## src/rtl/dot_product_seq_if.sv

```systemverilog
// Handshake and DSP-slice signal bundle for dot_product_seq.
// out_len exists only when DOTSEQ_LEN_EN is defined.
interface dot_product_seq_if #(
  parameter int unsigned SIZE1 = 18,
  parameter int unsigned SIZE3 = 48
);
  logic             in_valid;
  logic             in_ready;
  logic [SIZE1-1:0] in_a;
  logic [SIZE1-1:0] in_b;
  logic             in_last;
  logic [SIZE1-1:0] dsp_a;
  logic [SIZE1-1:0] dsp_b;
  logic [7:0]       dsp_opmode;
  logic [SIZE3-1:0] dsp_p;
  logic             out_valid;
  logic             out_ready;
  logic [SIZE3-1:0] out_data;
`ifdef DOTSEQ_LEN_EN
  logic [7:0]       out_len;
`endif

  // Stimulus/consumer side (testbench or parent logic plus the DSP slice).
  modport master (
    output in_valid, in_a, in_b, in_last, dsp_p, out_ready,
`ifdef DOTSEQ_LEN_EN
    input  out_len,
`endif
    input  in_ready, dsp_a, dsp_b, dsp_opmode, out_valid, out_data
  );

  modport slave (
    input  in_valid, in_a, in_b, in_last, dsp_p, out_ready,
`ifdef DOTSEQ_LEN_EN
    output out_len,
`endif
    output in_ready, dsp_a, dsp_b, dsp_opmode, out_valid, out_data
  );
endinterface

```

## src/rtl/dot_product_seq.sv

```systemverilog
// Sequences operand beats into an external DSP slice and queues its accumulated P per vector.
// Define DOTSEQ_LEN_EN to add out_len (saturating element count of the head result).
module dot_product_seq #(
  parameter int unsigned SIZE1 = 18,
  parameter int unsigned SIZE3 = 48,
  parameter int unsigned LAT   = 3
) (
  input logic              CLK,
  input logic              RSTN,
  dot_product_seq_if.slave bus
);

  localparam logic [0:0] IDLE = 1'b0;
  localparam logic [0:0] RUN  = 1'b1;

  logic [0:0]       state_q, state_d;
  logic             accept, first, push, pop;
  logic [SIZE1-1:0] a_q, b_q;
  logic             first_q, last_q;
  logic [7:0]       opmode_q;
  logic [LAT-1:0]   last_sr_q;
  logic [LAT:0]     last_sr_ext;
  logic [1:0]       inflight_q, inflight_d;
  logic [SIZE3-1:0] mem_q [2];
  logic             wr_ptr_q, rd_ptr_q;
  logic [1:0]       count_q, count_d;

  assign accept = bus.in_valid & bus.in_ready;
  assign first  = accept & (state_q == IDLE);
  assign push   = last_sr_q[LAT-1];
  assign pop    = bus.out_valid & bus.out_ready;

  always_comb begin
    state_d = state_q;
    if (accept) state_d = bus.in_last ? IDLE : RUN;
  end

  assign last_sr_ext = {last_sr_q, last_q};

  // Issue stage: operands now, opmode one cycle later to line up with the slice MREG.
  always_ff @(posedge CLK or negedge RSTN) begin
    if (!RSTN) begin
      state_q   <= IDLE;
      a_q       <= '0;
      b_q       <= '0;
      first_q   <= 1'b0;
      last_q    <= 1'b0;
      opmode_q  <= 8'h00;
      last_sr_q <= '0;
    end else begin
      state_q   <= state_d;
      a_q       <= accept ? bus.in_a : '0;
      b_q       <= accept ? bus.in_b : '0;
      first_q   <= first;
      last_q    <= accept & bus.in_last;
      opmode_q  <= first_q ? 8'h01 : 8'h09;
      last_sr_q <= last_sr_ext[LAT-1:0];
    end
  end

  assign bus.dsp_a      = a_q;
  assign bus.dsp_b      = b_q;
  assign bus.dsp_opmode = opmode_q;

  always_comb begin
    inflight_d = inflight_q;
    unique case ({accept & bus.in_last, push})
      2'b10:   inflight_d = inflight_q + 2'd1;
      2'b01:   inflight_d = inflight_q - 2'd1;
      default: ;
    endcase
  end

  always_comb begin
    count_d = count_q;
    unique case ({push, pop})
      2'b10:   count_d = count_q + 2'd1;
      2'b01:   count_d = count_q - 2'd1;
      default: ;
    endcase
  end

  always_ff @(posedge CLK or negedge RSTN) begin
    if (!RSTN) begin
      inflight_q <= 2'd0;
      count_q    <= 2'd0;
      wr_ptr_q   <= 1'b0;
      rd_ptr_q   <= 1'b0;
      mem_q[0]   <= '0;
      mem_q[1]   <= '0;
    end else begin
      inflight_q <= inflight_d;
      count_q    <= count_d;
      wr_ptr_q   <= wr_ptr_q ^ push;
      rd_ptr_q   <= rd_ptr_q ^ pop;
      if (push) mem_q[wr_ptr_q] <= bus.dsp_p;
    end
  end

  // Admission counts results still in the slice so the 2-entry FIFO can never overflow.
  assign bus.in_ready  = ({1'b0, count_q} + {1'b0, inflight_q}) < 3'd2;
  assign bus.out_valid = (count_q != 2'd0);
  assign bus.out_data  = mem_q[rd_ptr_q];

`ifdef DOTSEQ_LEN_EN
  logic [7:0] len_cnt_q, beat_len;
  logic [7:0] len_pipe_q [LAT+1];
  logic [7:0] len_mem_q [2];

  always_comb begin
    beat_len = 8'd1;
    if (!first) beat_len = (len_cnt_q == 8'hff) ? 8'hff : len_cnt_q + 8'd1;
  end

  // Length travels beside the last tag so it lands in the FIFO with its result.
  always_ff @(posedge CLK or negedge RSTN) begin
    if (!RSTN) begin
      len_cnt_q    <= 8'd0;
      len_mem_q[0] <= 8'd0;
      len_mem_q[1] <= 8'd0;
      for (int unsigned i = 0; i <= LAT; i++) len_pipe_q[i] <= 8'd0;
    end else begin
      if (accept) len_cnt_q <= beat_len;
      len_pipe_q[0] <= beat_len;
      for (int unsigned i = 1; i <= LAT; i++) len_pipe_q[i] <= len_pipe_q[i-1];
      if (push) len_mem_q[wr_ptr_q] <= len_pipe_q[LAT];
    end
  end

  assign bus.out_len = len_mem_q[rd_ptr_q];
`endif

endmodule

```

## src/flat_wrapper.sv

```systemverilog
// flat-port wrapper written by rule: the top's interface ports become plain ports
module dot_product_seq_flat 
#(
  parameter int unsigned SIZE1 = 18,
  parameter int unsigned SIZE3 = 48,
  parameter int unsigned LAT   = 3
)
  (CLK, RSTN, bus_in_valid, bus_in_a, bus_in_b, bus_in_last, bus_dsp_p, bus_out_ready, bus_in_ready, bus_dsp_a, bus_dsp_b, bus_dsp_opmode, bus_out_valid, bus_out_data);
  dot_product_seq_if #(.SIZE1(SIZE1), .SIZE3(SIZE3)) bus_i ();
  input logic CLK;
  input logic RSTN;
  input wire logic [$bits(bus_i.in_valid)-1:0] bus_in_valid;
  input wire logic [$bits(bus_i.in_a)-1:0] bus_in_a;
  input wire logic [$bits(bus_i.in_b)-1:0] bus_in_b;
  input wire logic [$bits(bus_i.in_last)-1:0] bus_in_last;
  input wire logic [$bits(bus_i.dsp_p)-1:0] bus_dsp_p;
  input wire logic [$bits(bus_i.out_ready)-1:0] bus_out_ready;
  output wire logic [$bits(bus_i.in_ready)-1:0] bus_in_ready;
  output wire logic [$bits(bus_i.dsp_a)-1:0] bus_dsp_a;
  output wire logic [$bits(bus_i.dsp_b)-1:0] bus_dsp_b;
  output wire logic [$bits(bus_i.dsp_opmode)-1:0] bus_dsp_opmode;
  output wire logic [$bits(bus_i.out_valid)-1:0] bus_out_valid;
  output wire logic [$bits(bus_i.out_data)-1:0] bus_out_data;
  assign bus_i.in_valid = bus_in_valid;
  assign bus_i.in_a = bus_in_a;
  assign bus_i.in_b = bus_in_b;
  assign bus_i.in_last = bus_in_last;
  assign bus_i.dsp_p = bus_dsp_p;
  assign bus_i.out_ready = bus_out_ready;
  assign bus_in_ready = bus_i.in_ready;
  assign bus_dsp_a = bus_i.dsp_a;
  assign bus_dsp_b = bus_i.dsp_b;
  assign bus_dsp_opmode = bus_i.dsp_opmode;
  assign bus_out_valid = bus_i.out_valid;
  assign bus_out_data = bus_i.out_data;
  dot_product_seq #(.SIZE1(SIZE1), .SIZE3(SIZE3), .LAT(LAT)) u_core (.CLK(CLK), .RSTN(RSTN), .bus(bus_i));
endmodule
```

## config.mk

```make
export PLATFORM = sky130hd
export DESIGN_NAME = dot_product_seq_flat
export DESIGN_NICKNAME = d
export VERILOG_FILES = /design/src/rtl/dot_product_seq_if.sv /design/src/rtl/dot_product_seq.sv /design/src/flat_wrapper.sv
export SDC_FILE = /design/constraint.sdc
export NUM_CORES = 1
export LEC_CHECK = 0
export ABC_CLOCK_PERIOD_IN_PS = 3800
export CAP_MARGIN = 15
export CORE_ASPECT_RATIO = 2
export CORE_MARGIN = 8
export CORE_UTILIZATION = 45
export CTS_CLUSTER_SIZE = 28
export DETAILED_ROUTE_END_ITERATION = 12
export PLACE_DENSITY = 0.77
export SLEW_MARGIN = 40
export SYNTH_ARGS = -nofsm -noshare
export SYNTH_HDL_FRONTEND = slang
export SYNTH_SLANG_ARGS = --single-unit
```

## constraint.sdc

```tcl
create_clock -name CLK -period 3.8 [get_ports CLK]
set_clock_uncertainty 0.1 [all_clocks]
set_input_delay 0.76 -clock CLK [delete_from_list [all_inputs] [get_ports CLK]]
set_output_delay 0.76 -clock CLK [all_outputs]
set_load 0.02 [all_outputs]
```

==> results.sh, run 1 <==
export IMPL_status="complete, no violations"
export IMPL_clk_latency_ps=410
export IMPL_routed_wl_um=14490
export IMPL_pin_count=183
export IMPL_fin_area_um2=8583
export IMPL_post_cts_setup_buffers=0
export IMPL_async_flop_share_pct=100.0
export IMPL_coreArea_um2=13360
export IMPL_fp_dieW_um=98.48
export IMPL_grt_overflow=0
export IMPL_detail_route_antenna_nets=0
export IMPL_fp_dieArea_um2=17820
export IMPL_critPathMaxFanout=31
export IMPL_powerDensity_nw_per_um2=961.4
export IMPL_worst_path_buf_inv=2
export IMPL_drtIter0Drc=74
export IMPL_post_dp_hpwl_um=10740
export IMPL_area_growth_pct=40.20
export IMPL_met3WireLength_um=1093
export IMPL_yosys_area_share_simple_pct=4.578
export IMPL_final_util_pct=64.23
export IMPL_diodes=0
export IMPL_synth_area_top_cells="dfrtp_1 60%, mux2_2 17%, mux2_4 12%"
export IMPL_cp_depth=3
export IMPL_numPortBuffers=176
export IMPL_root_buffer="clkbuf_16"
export IMPL_grt_usage_pct=17.12
export IMPL_holdWs_ps=156.6
export IMPL_vdd_drop_max_mv=0.6722
export IMPL_cp_start_kind="register"
export IMPL_routedWlPerCell_um=19.79
export IMPL_worst_pin_slew_ps=678.3
export IMPL_synth_most_common_cell="dfrtp_1"
export IMPL_hp_class="input port to asynchronous set/reset pin"
export IMPL_grt_pass1_wl_um=23740
export IMPL_end_kind="output pin"
export IMPL_synth_compound_gate_area_share_pct=0.08175
export IMPL_cpPeakStageDelay_ps=710
export IMPL_layout_nets=658
export IMPL_cp_startpoint="u_core.rd_ptr_q"
export IMPL_synth_largest_area_cell="dfrtp_1"
export IMPL_avgViaCountPerCell=5.037
export IMPL_ys_top_cells_by_count="146 x dfrtp_1, 94 x mux2_2, 50 x mux2_4"
export IMPL_htreeDepth=4
export IMPL_critical_path_slowest_cell="dfrtp_2"
export IMPL_setup_slack_ps=600.7
export IMPL_r2r_start="u_core.inflight_q[0]"
export IMPL_synth_top_family_by_area="multiplexers"
export IMPL_wl_met1_um=5039
export IMPL_synth_area_um2=6122
export IMPL_synth_top_area_share_pct=59.68
export IMPL_place_area_um2=7985
export IMPL_ys_ff_latch=146
export IMPL_initial_core_util_pct=45.81
export IMPL_die_y_um=181.0
export IMPL_drtPass1Iterations=5
export IMPL_arrival_ps=2340
export IMPL_num_vias=3687
export IMPL_synth_xor_area_share_pct=1.001
export IMPL_row_count=60
export IMPL_cts_resized=0
export IMPL_ys_seq_area_share_pct=59.68
export IMPL_syn_inst=385
export IMPL_place_ws_ps=998.5
export IMPL_route_met2_wl_um=8138
export IMPL_clockBufferDepth=2
export IMPL_worstSetupPathType="register to output pin"
export IMPL_gp_congestion=0.7424
export IMPL_drv_slew=0
export IMPL_multiInputGateArea_um2=2257
export IMPL_synthAdderAreaFrac_pct=1.144
export IMPL_fill_cells=1008
export IMPL_rr_worst_depth=9
export IMPL_tns_ps=0
export IMPL_period_minus_slack_ps=3199
export IMPL_grt_max_degree=62
export IMPL_cts_made_buffers=17
export IMPL_synth_cell_types=23
export IMPL_synth_mux_area_share_pct=29.55
export IMPL_setup_violations=0
export IMPL_max_slew_margin_pct=54.78
export IMPL_hold_viol_final=0
export IMPL_drcViolationCount=0
export IMPL_postCtsHoldBufs=0
export IMPL_synth_edf_count=0
export IMPL_antenna_found_initial=0
export IMPL_yosys_most_used_dff="dfrtp_1"
export IMPL_cp_required_ps=2940
export IMPL_clock_sinks=146
export IMPL_rsz0062_at_grt="false"
export IMPL_fmax_mhz=312.6
export IMPL_p_leak_uw=0.003905
export IMPL_clk_pin_slew_ps=70
export IMPL_regArea_um2=3655
export IMPL_top_layer="met4"
export IMPL_drive_above_1_share_pct=32.58
export IMPL_cts_tree="done"
export IMPL_path_delay_family="buffers and inverters"
export IMPL_finalCritPeriodShare_pct=84.19
export IMPL_cap_violations=0
export IMPL_avgSynthCellArea_um2=15.90
export IMPL_crit_chain="buf_12, mux2_2, clkdlybuf4s50_1"
export IMPL_grt_pass1_vias=4382
export IMPL_ys_warn_count=0
==> sequential cells by signal, summed over array words and instances, names as in the netlist <==
| register | cells |
|---|---|
| u_core.bus.dsp_a | 18 |
| u_core.wr_ptr_q | 1 |
| u_core.bus.dsp_b | 18 |
| u_core.count_q | 2 |
| u_core.last_q | 1 |
| u_core.inflight_q | 2 |
| u_core.last_sr_q | 3 |
| u_core.mem_q | 96 |
| u_core.first_q | 1 |
| u_core.bus.dsp_opmode | 2 |
| u_core.state_q | 1 |
| u_core.rd_ptr_q | 1 |
==> power breakdown <==
part	switching (uW)	internal (uW)	leakage (uW)
combinational	1700	2200	0.00179
sequential	403	2270	0.00183
clock	686	991	0.000289
total	2790	5460	0.00391
==> per-stage QoR <==
stage	power, uW	cells
4_1_cts	8379	732
5_1_grt	8715	732
3_3_place_gp	6529	700
2_1_floorplan	5085	390
3_5_place_dp	6652	700
6_report	8252	732
==> routing by layer <==
layer | GRT usage [%] | vias to the layer above
li1 | - | 1684
met1 | 16.59 | 1857
met2 | 31.50 | 130
met3 | 7.239 | 16
met4 | 5.449 | 0
met5 | 0 | -
==> final timing paths <==
check                      slack, ps                   end
hold / removal                   160  u_core.bus.dsp_a[14]
setup / recovery                 600       bus_out_data[5]
hold reg to reg                  260   u_core.last_sr_q[1]
min in group CLK                 260   u_core.last_sr_q[1]
setup reg to reg                1190  u_core.inflight_q[1]
max in group asynchronous       2560      u_core.mem_q[11]
==> cells in the final DEF (no fill, tap or decap) <==
cell type | synthesis | layout
clkdlybuf4s50_1 | 0 | 175
dfrtp_1 | 146 | 145
mux2_2 | 94 | 94
mux2_4 | 50 | 50
and3_1 | 37 | 37
clkbuf_16 | 0 | 17
conb_1 | 2 | 7
inv_1 | 5 | 5
buf_4 | 9 | 5
nor2_1 | 4 | 4
xnor2_1 | 4 | 4
inv_8 | 0 | 4
xor2_1 | 3 | 3
inv_6 | 0 | 3
buf_12 | 0 | 3
ha_1 | 4 | 2
ha_2 | 0 | 2
clkinvlp_4 | 0 | 2
clkinv_4 | 0 | 2
bufinv_16 | 0 | 2
or2_1 | 1 | 1
and2_4 | 1 | 1
or3b_1 | 1 | 1
nand2_1 | 1 | 1
o21ai_0 | 1 | 1
and2_1 | 1 | 1
fa_1 | 1 | 1
clkbuf_1 | 4 | 1
clkinv_2 | 0 | 1
buf_6 | 7 | 1
dfrtp_2 | 0 | 1
==> logic make-up after synthesis <==
family / count (synthesis)
compound gates: 1
xor+xnor: 7
fa+ha+maj: 5
buf+inv: 34
flops: 146
mux: 144
other cells: 2
simple gates: 46
==> final cells by class <==
class | instances | area share [%]
multi-input combinational | 210 | 26.30
timing repair buffer | 184 | 21.68
clock buffer | 18 | 5.000
tap | 155 | 2.259
clock inverter | 14 | 1.968
sequential | 146 | 42.58
inverter | 5 | 0.2187
==> worst register-to-register path: stages (launching register included) <==
cell and delay [ps]:
dfrtp_1 410, and2_1 190, fa_1 450, nor2_1 180, buf_4 320, and3_1 220, inv_1 50, ha_1 300
nor2_1 150, xor2_1 160
No activity file was read; power rests on OpenSTA's default activity.
==> inputs of run 2 (changes only) <==
--- a/config.mk
+++ b/config.mk
@@ -5,7 +5,7 @@
 export SDC_FILE = /design/constraint.sdc
 export NUM_CORES = 1
 export LEC_CHECK = 0
-export ABC_CLOCK_PERIOD_IN_PS = 3800
+export ABC_CLOCK_PERIOD_IN_PS = 3200
 export CAP_MARGIN = 15
 export CORE_ASPECT_RATIO = 2
 export CORE_MARGIN = 8
==> constraint.sdc (replaced) <==
create_clock -name CLK -period 3.2 [get_ports CLK]
set_clock_uncertainty 0.1 [all_clocks]
set_input_delay 0.64 -clock CLK [delete_from_list [all_inputs] [get_ports CLK]]
set_output_delay 0.64 -clock CLK [all_outputs]
set_load 0.02 [all_outputs]
==> run 2 against run 1 <==
  * Combinational power grew 20%
  * Final cell count up 0.27%
  * Clock power rose by 20%
  * Sequential share of layout area fell by 0.081 points
  * Sequential power up 16%
  * Critical path depth is the same
  * Clock-buffer cell count stayed put
  * Critical path type unchanged
  * Largest cell class unchanged
  * Largest power group unchanged
==> results.sh, run 2 (same netlist as run 1, synthesis figures left out) <==
export IMPL_status="complete, no violations"
export IMPL_rr_worst_depth=10
export IMPL_grt_pass1_wl_um=23870
export IMPL_post_cts_setup_buffers=0
export IMPL_grt_overflow=0
export IMPL_period_minus_slack_ps=2811
export IMPL_p_leak_uw=0.003927
export IMPL_tns_ps=0
export IMPL_pin_count=183
export IMPL_dp_cells=702
export IMPL_fp_dieW_um=98.48
export IMPL_detail_route_antenna_nets=0
export IMPL_avgViaCountPerCell=5.076
export IMPL_grt_usage_pct=16.97
export IMPL_die_y_um=181.0
export IMPL_rsz0062_at_grt="false"
export IMPL_diodes=0
export IMPL_clock_sinks=146
export IMPL_powerDensity_nw_per_um2=1141
export IMPL_layout_nets=660
export IMPL_fp_dieArea_um2=17820
export IMPL_cp_required_ps=2460
export IMPL_arrival_ps=2070
export IMPL_grt_max_degree=101
export IMPL_clk_pin_slew_ps=60
export IMPL_hp_class="input port to asynchronous set/reset pin"
export IMPL_numPortBuffers=176
export IMPL_antenna_found_initial=0
export IMPL_root_buffer="clkbuf_16"
export IMPL_final_common_cell="clkdlybuf4s50_1"
export IMPL_largest_register_ffs=96
export IMPL_post_dp_hpwl_um=10310
export IMPL_area_growth_pct=40.47
export IMPL_setup_violations=0
export IMPL_drtPass1Iterations=4
export IMPL_fmax_mhz=355.8
export IMPL_drive_above_1_share_pct=32.99
export IMPL_row_count=60
export IMPL_hold_viol_final=0
export IMPL_critPathMaxFanout=27
export IMPL_cp_start_kind="register"
export IMPL_end_kind="output pin"
export IMPL_worst_pin_slew_ps=721.2
export IMPL_routedWlPerCell_um=19.49
export IMPL_gp_congestion=0.7449
export IMPL_worstSetupPathType="register to output pin"
export IMPL_max_slew_margin_pct=51.92
export IMPL_clockBufferDepth=2
export IMPL_cts_tree="done"
export IMPL_initial_core_util_pct=45.81
export IMPL_num_vias=3726
export IMPL_stdcell_count=734
export IMPL_cts_made_buffers=17
export IMPL_routed_wl_um=14310
export IMPL_coreArea_um2=13360
export IMPL_drcViolationCount=0
export IMPL_clk_latency_ps=400
export IMPL_cap_violations=0
export IMPL_htreeDepth=4
export IMPL_mostFrequentLayoutCells="174 x clkdlybuf4s50_1, 145 x dfrtp_1, 94 x mux2_2, 50 x mux2_4, 37 x and3_1"
export IMPL_fill_cells=1040
export IMPL_vdd_drop_max_mv=0.7797
export IMPL_grt_pass1_vias=4462
export IMPL_finalCritPeriodShare_pct=87.84
export IMPL_drv_slew=0
export IMPL_drtIter0Drc=80
export IMPL_regMostFlops="u_core.mem_q"
export IMPL_postCtsHoldBufs=0
-- run 2: changes by cell type in the layout (fill, tap and decap cells not counted), sizes merged --
| cell | delta |
|---|---|
| buf | +2 |
| clkdlybuf4s50 | -1 |
| clkinv | -1 |
| dlymetal6s2s | +1 |
| inv | +1 |
-- run 2: worst max-delay path: stages, from the launching register on --
cell and delay (ps):
dfrtp_2 350, buf_4 370, mux2_2 400, clkdlybuf4s50_1 540
-- run 2: per-layer routing --
layer	wire length (um)	track usage, %
met3	1124	6.585
met5	0	0
met4	278	6.440
met1	5004	16.35
met2	7900	31.28
-- run 2: final timing paths --
| check | from | end | slack, ps |
|---|---|---|---|
| max in group asynchronous | RSTN | u_core.mem_q[82] | 2090 |
| max | u_core.rd_ptr_q | bus_out_data[3] | 390 |
| min | RSTN | u_core.bus.dsp_b[1] | 160 |
| min reg2reg | u_core.last_sr_q[0] | u_core.last_sr_q[1] | 250 |
| min in group CLK | u_core.last_sr_q[0] | u_core.last_sr_q[1] | 250 |
| max reg2reg | u_core.inflight_q[0] | u_core.inflight_q[1] | 490 |
-- run 2: area by class of cell --
class / count / area, um^2 / share of cell area, %
sequential: 146 / 3655 / 42.50
timing repair buffer: 186 / 1869 / 21.74
multi-input combinational: 210 / 2257 / 26.25
clock buffer: 18 / 439.2 / 5.107
tap: 155 / 193.9 / 2.255
inverter: 5 / 18.77 / 0.2182
clock inverter: 14 / 166.4 / 1.935
-- run 2: stage by stage --
step	hold WS (ps)	utilization, %	cell area, um^2	total power, uW	setup slack, ps
after floorplan	231.2	-	6141	6039	988.5
after global placement	236.4	59.78	7988	7755	558.0
after detailed placement	238.0	59.80	7991	7885	505.0
after CTS	188.5	64.34	8597	9975	66.65
after global routing	206.8	64.35	8600	10380	295.1
final	160.6	64.35	8600	9811	389.1
-- run 2: timing repair --
action                     4_1_cts  5_1_grt
hold endpoints to repair         0        0
setup endpoints to repair        0        1
gates resized for setup          0        1
-- run 2: power by group --
part	switching, uW	total (uW)	internal [uW]
Combinational	2080	4690	2610
Sequential	412	3110	2690
Clock	817	2020	1200
==> RTL change 1, RTL diff (config.mk and constraints of run 2) <==
`LAT` is set to 3 in 2 places; all go to 6.
--- a/src/rtl/dot_product_seq.sv
+++ b/src/rtl/dot_product_seq.sv
@@ -3,7 +3,7 @@
 module dot_product_seq #(
   parameter int unsigned SIZE1 = 18,
   parameter int unsigned SIZE3 = 48,
-  parameter int unsigned LAT   = 3
+  parameter int unsigned LAT   = 6
 ) (
   input logic              CLK,
   input logic              RSTN,
--- a/src/flat_wrapper.sv
+++ b/src/flat_wrapper.sv
@@ -3,7 +3,7 @@
 #(
   parameter int unsigned SIZE1 = 18,
   parameter int unsigned SIZE3 = 48,
-  parameter int unsigned LAT   = 3
+  parameter int unsigned LAT   = 6
 )
   (CLK, RSTN, bus_in_valid, bus_in_a, bus_in_b, bus_in_last, bus_dsp_p, bus_out_ready, bus_in_ready, bus_dsp_a, bus_dsp_b, bus_dsp_opmode, bus_out_valid, bus_out_data);
   dot_product_seq_if #(.SIZE1(SIZE1), .SIZE3(SIZE3)) bus_i ();
Formal check against the unedited RTL: not equivalent (a bounded check fails within 10 cycles, from zero or initial values and one cycle with RSTN low).
==> RTL change 1 against run 2 <==
Sequential power grew 5%; via count grew 0.40%; synthesized area grew 1.2%; final cell count grew 0.41%; worst setup slack lost 0.25 ns; final area grew 1.3%; first-iteration DRC count grew 41%; power grew 2.8%; routed wire length grew 4.6%; synthesized cell count grew 0.78%; utilization grew 0.50 points; critical path depth is the same; sequential cell count grew 3; critical path type unchanged.
==> RTL change 1: results (changes against run 2) <==
- Clock latency at the later pin of the worst-skew pair: 0.41 ns
- Vias in the first global route: 4390 (-1.6%)
- Post-synthesis mux area share: 29.2% (-0.36 points)
- Slew of the pin with the lowest slew margin: 0.707 ns (-0.0138 ns)
- Initial antenna violation count: 1 (+1)
- Post-synthesis sequential area ratio: 60.2% (+0.49 points)
- M1 WL: 5.27 mm (+5.2%)
- DRT Pass-1 Iters: 4 (unchanged)
- Final net count: 662 (+0.30%)
- Met3 WL: 993 µm (-12%)
- Leak: 0.00398 µW (+1.4%)
- Synth Area in XOR/XNOR: 0.989% (-0.012 points)
- IR drop worst, VDD: 0.00124 V (+59%)
- Gr usage total: 17.5% (+0.49 points)
- Met1 GRT Util: 17.5% (+1.2 points)
- Initial drt markers: 113 (+41%)
- Met2 routed WL: 8.20 mm (+3.8%)
- DP HPWL: 10.8 mm (+4.9%)
- Met3 usage: 6.44% (-0.15 points)
- Share of cells above drive strength 1: 32.7% (-0.29 points)
- Synth area leaders: dfrtp_1, mux2_2, mux2_4
- Drt via density: 5.08 (about the same)
- CP arrival: 2.32 ns (+0.25 ns)
- Largest net degree at the start of global routing: 76 (-25%)
- Compound-Gate Fraction of Synth Area: 0.0808% (-0.00099 points)
- Clk pin slew, worst setup/hold paths: 0.07 ns
- List of most frequent post-synthesis cells: dfrtp_1, mux2_2, mux2_4, and3_1, buf_4
- GP Congestion: 0.749 (+0.54%)
- Status: finished clean
- First-pass GRT wire length: 24.1 mm (+1.2%)
- Crit-path max FO: 31 (+15%)
- Post-Synth Adder-Cell Area: 1.13% (-0.014 points)
- Routed WL: 15.0 mm (+4.6%)
-- RTL change 1: cell count changes after synthesis, sizes merged --
cell   before  now
dfrtp     146  149
-- RTL change 1: kinds of logic after synthesis --
logic type | count (synthesis)
AND/OR/NAND/NOR | 46
XOR/XNOR | 7
adder cells (fa/ha/maj) | 5
flip-flops | 149
multiplexers | 144
buffers and inverters | 34
AO/OA/AOI/OAI | 1
other | 2
-- RTL change 1: cell type report --
class	instances	area (µm²)
fillers	987	4720
flip-flops and latches	149	3730
multi-input cells	210	2260
repair buffers	185	1860
clock buffers	17	425
clock inverters	15	231
well taps	155	194
inverters	5	18.8
diodes	1	2.50
-- RTL change 1: path summary, 6_finish.rpt --
kind,start,endpoint,slack [ns],depth (start not counted)
max,u_core.rd_ptr_q,bus_out_data[38],0.14,3
min,RSTN,u_core.bus.dsp_a[15],0.15,1
max reg2reg,u_core.inflight_q[0],u_core.inflight_q[1],0.62,10
min reg2reg,u_core.last_sr_q[0],u_core.last_sr_q[1],0.25,0
max in group asynchronous,RSTN,u_core.mem_q[38],2.08,2
min in group CLK,u_core.last_sr_q[0],u_core.last_sr_q[1],0.25,0
-- RTL change 1: metrics by stage --
stage	setup slack (ns)	util, %	area [µm²]	instances
4_1_cts	0.118	64.8	8710	736
3_3_place_gp	0.609	59.9	8060	704
2_1_floorplan	0.988	-	6220	393
3_5_place_dp	0.570	59.9	8060	704
6_report	0.144	64.9	8710	737
5_1_grt	0.0520	64.9	8710	737
-- RTL change 1: critical path: stages, from the launching register on --
cell and delay (ns):
dfrtp_2 0.67, buf_12 0.28, mux2_2 0.37, clkdlybuf4s50_1 0.55
-- RTL change 1: power by group --
| group | internal [µW] | switching, µW |
|---|---|---|
| Sequential | 2750 | 500 |
| Combinational | 2610 | 2030 |
| Clock | 1350 | 852 |
| Total | 6700 | 3380 |
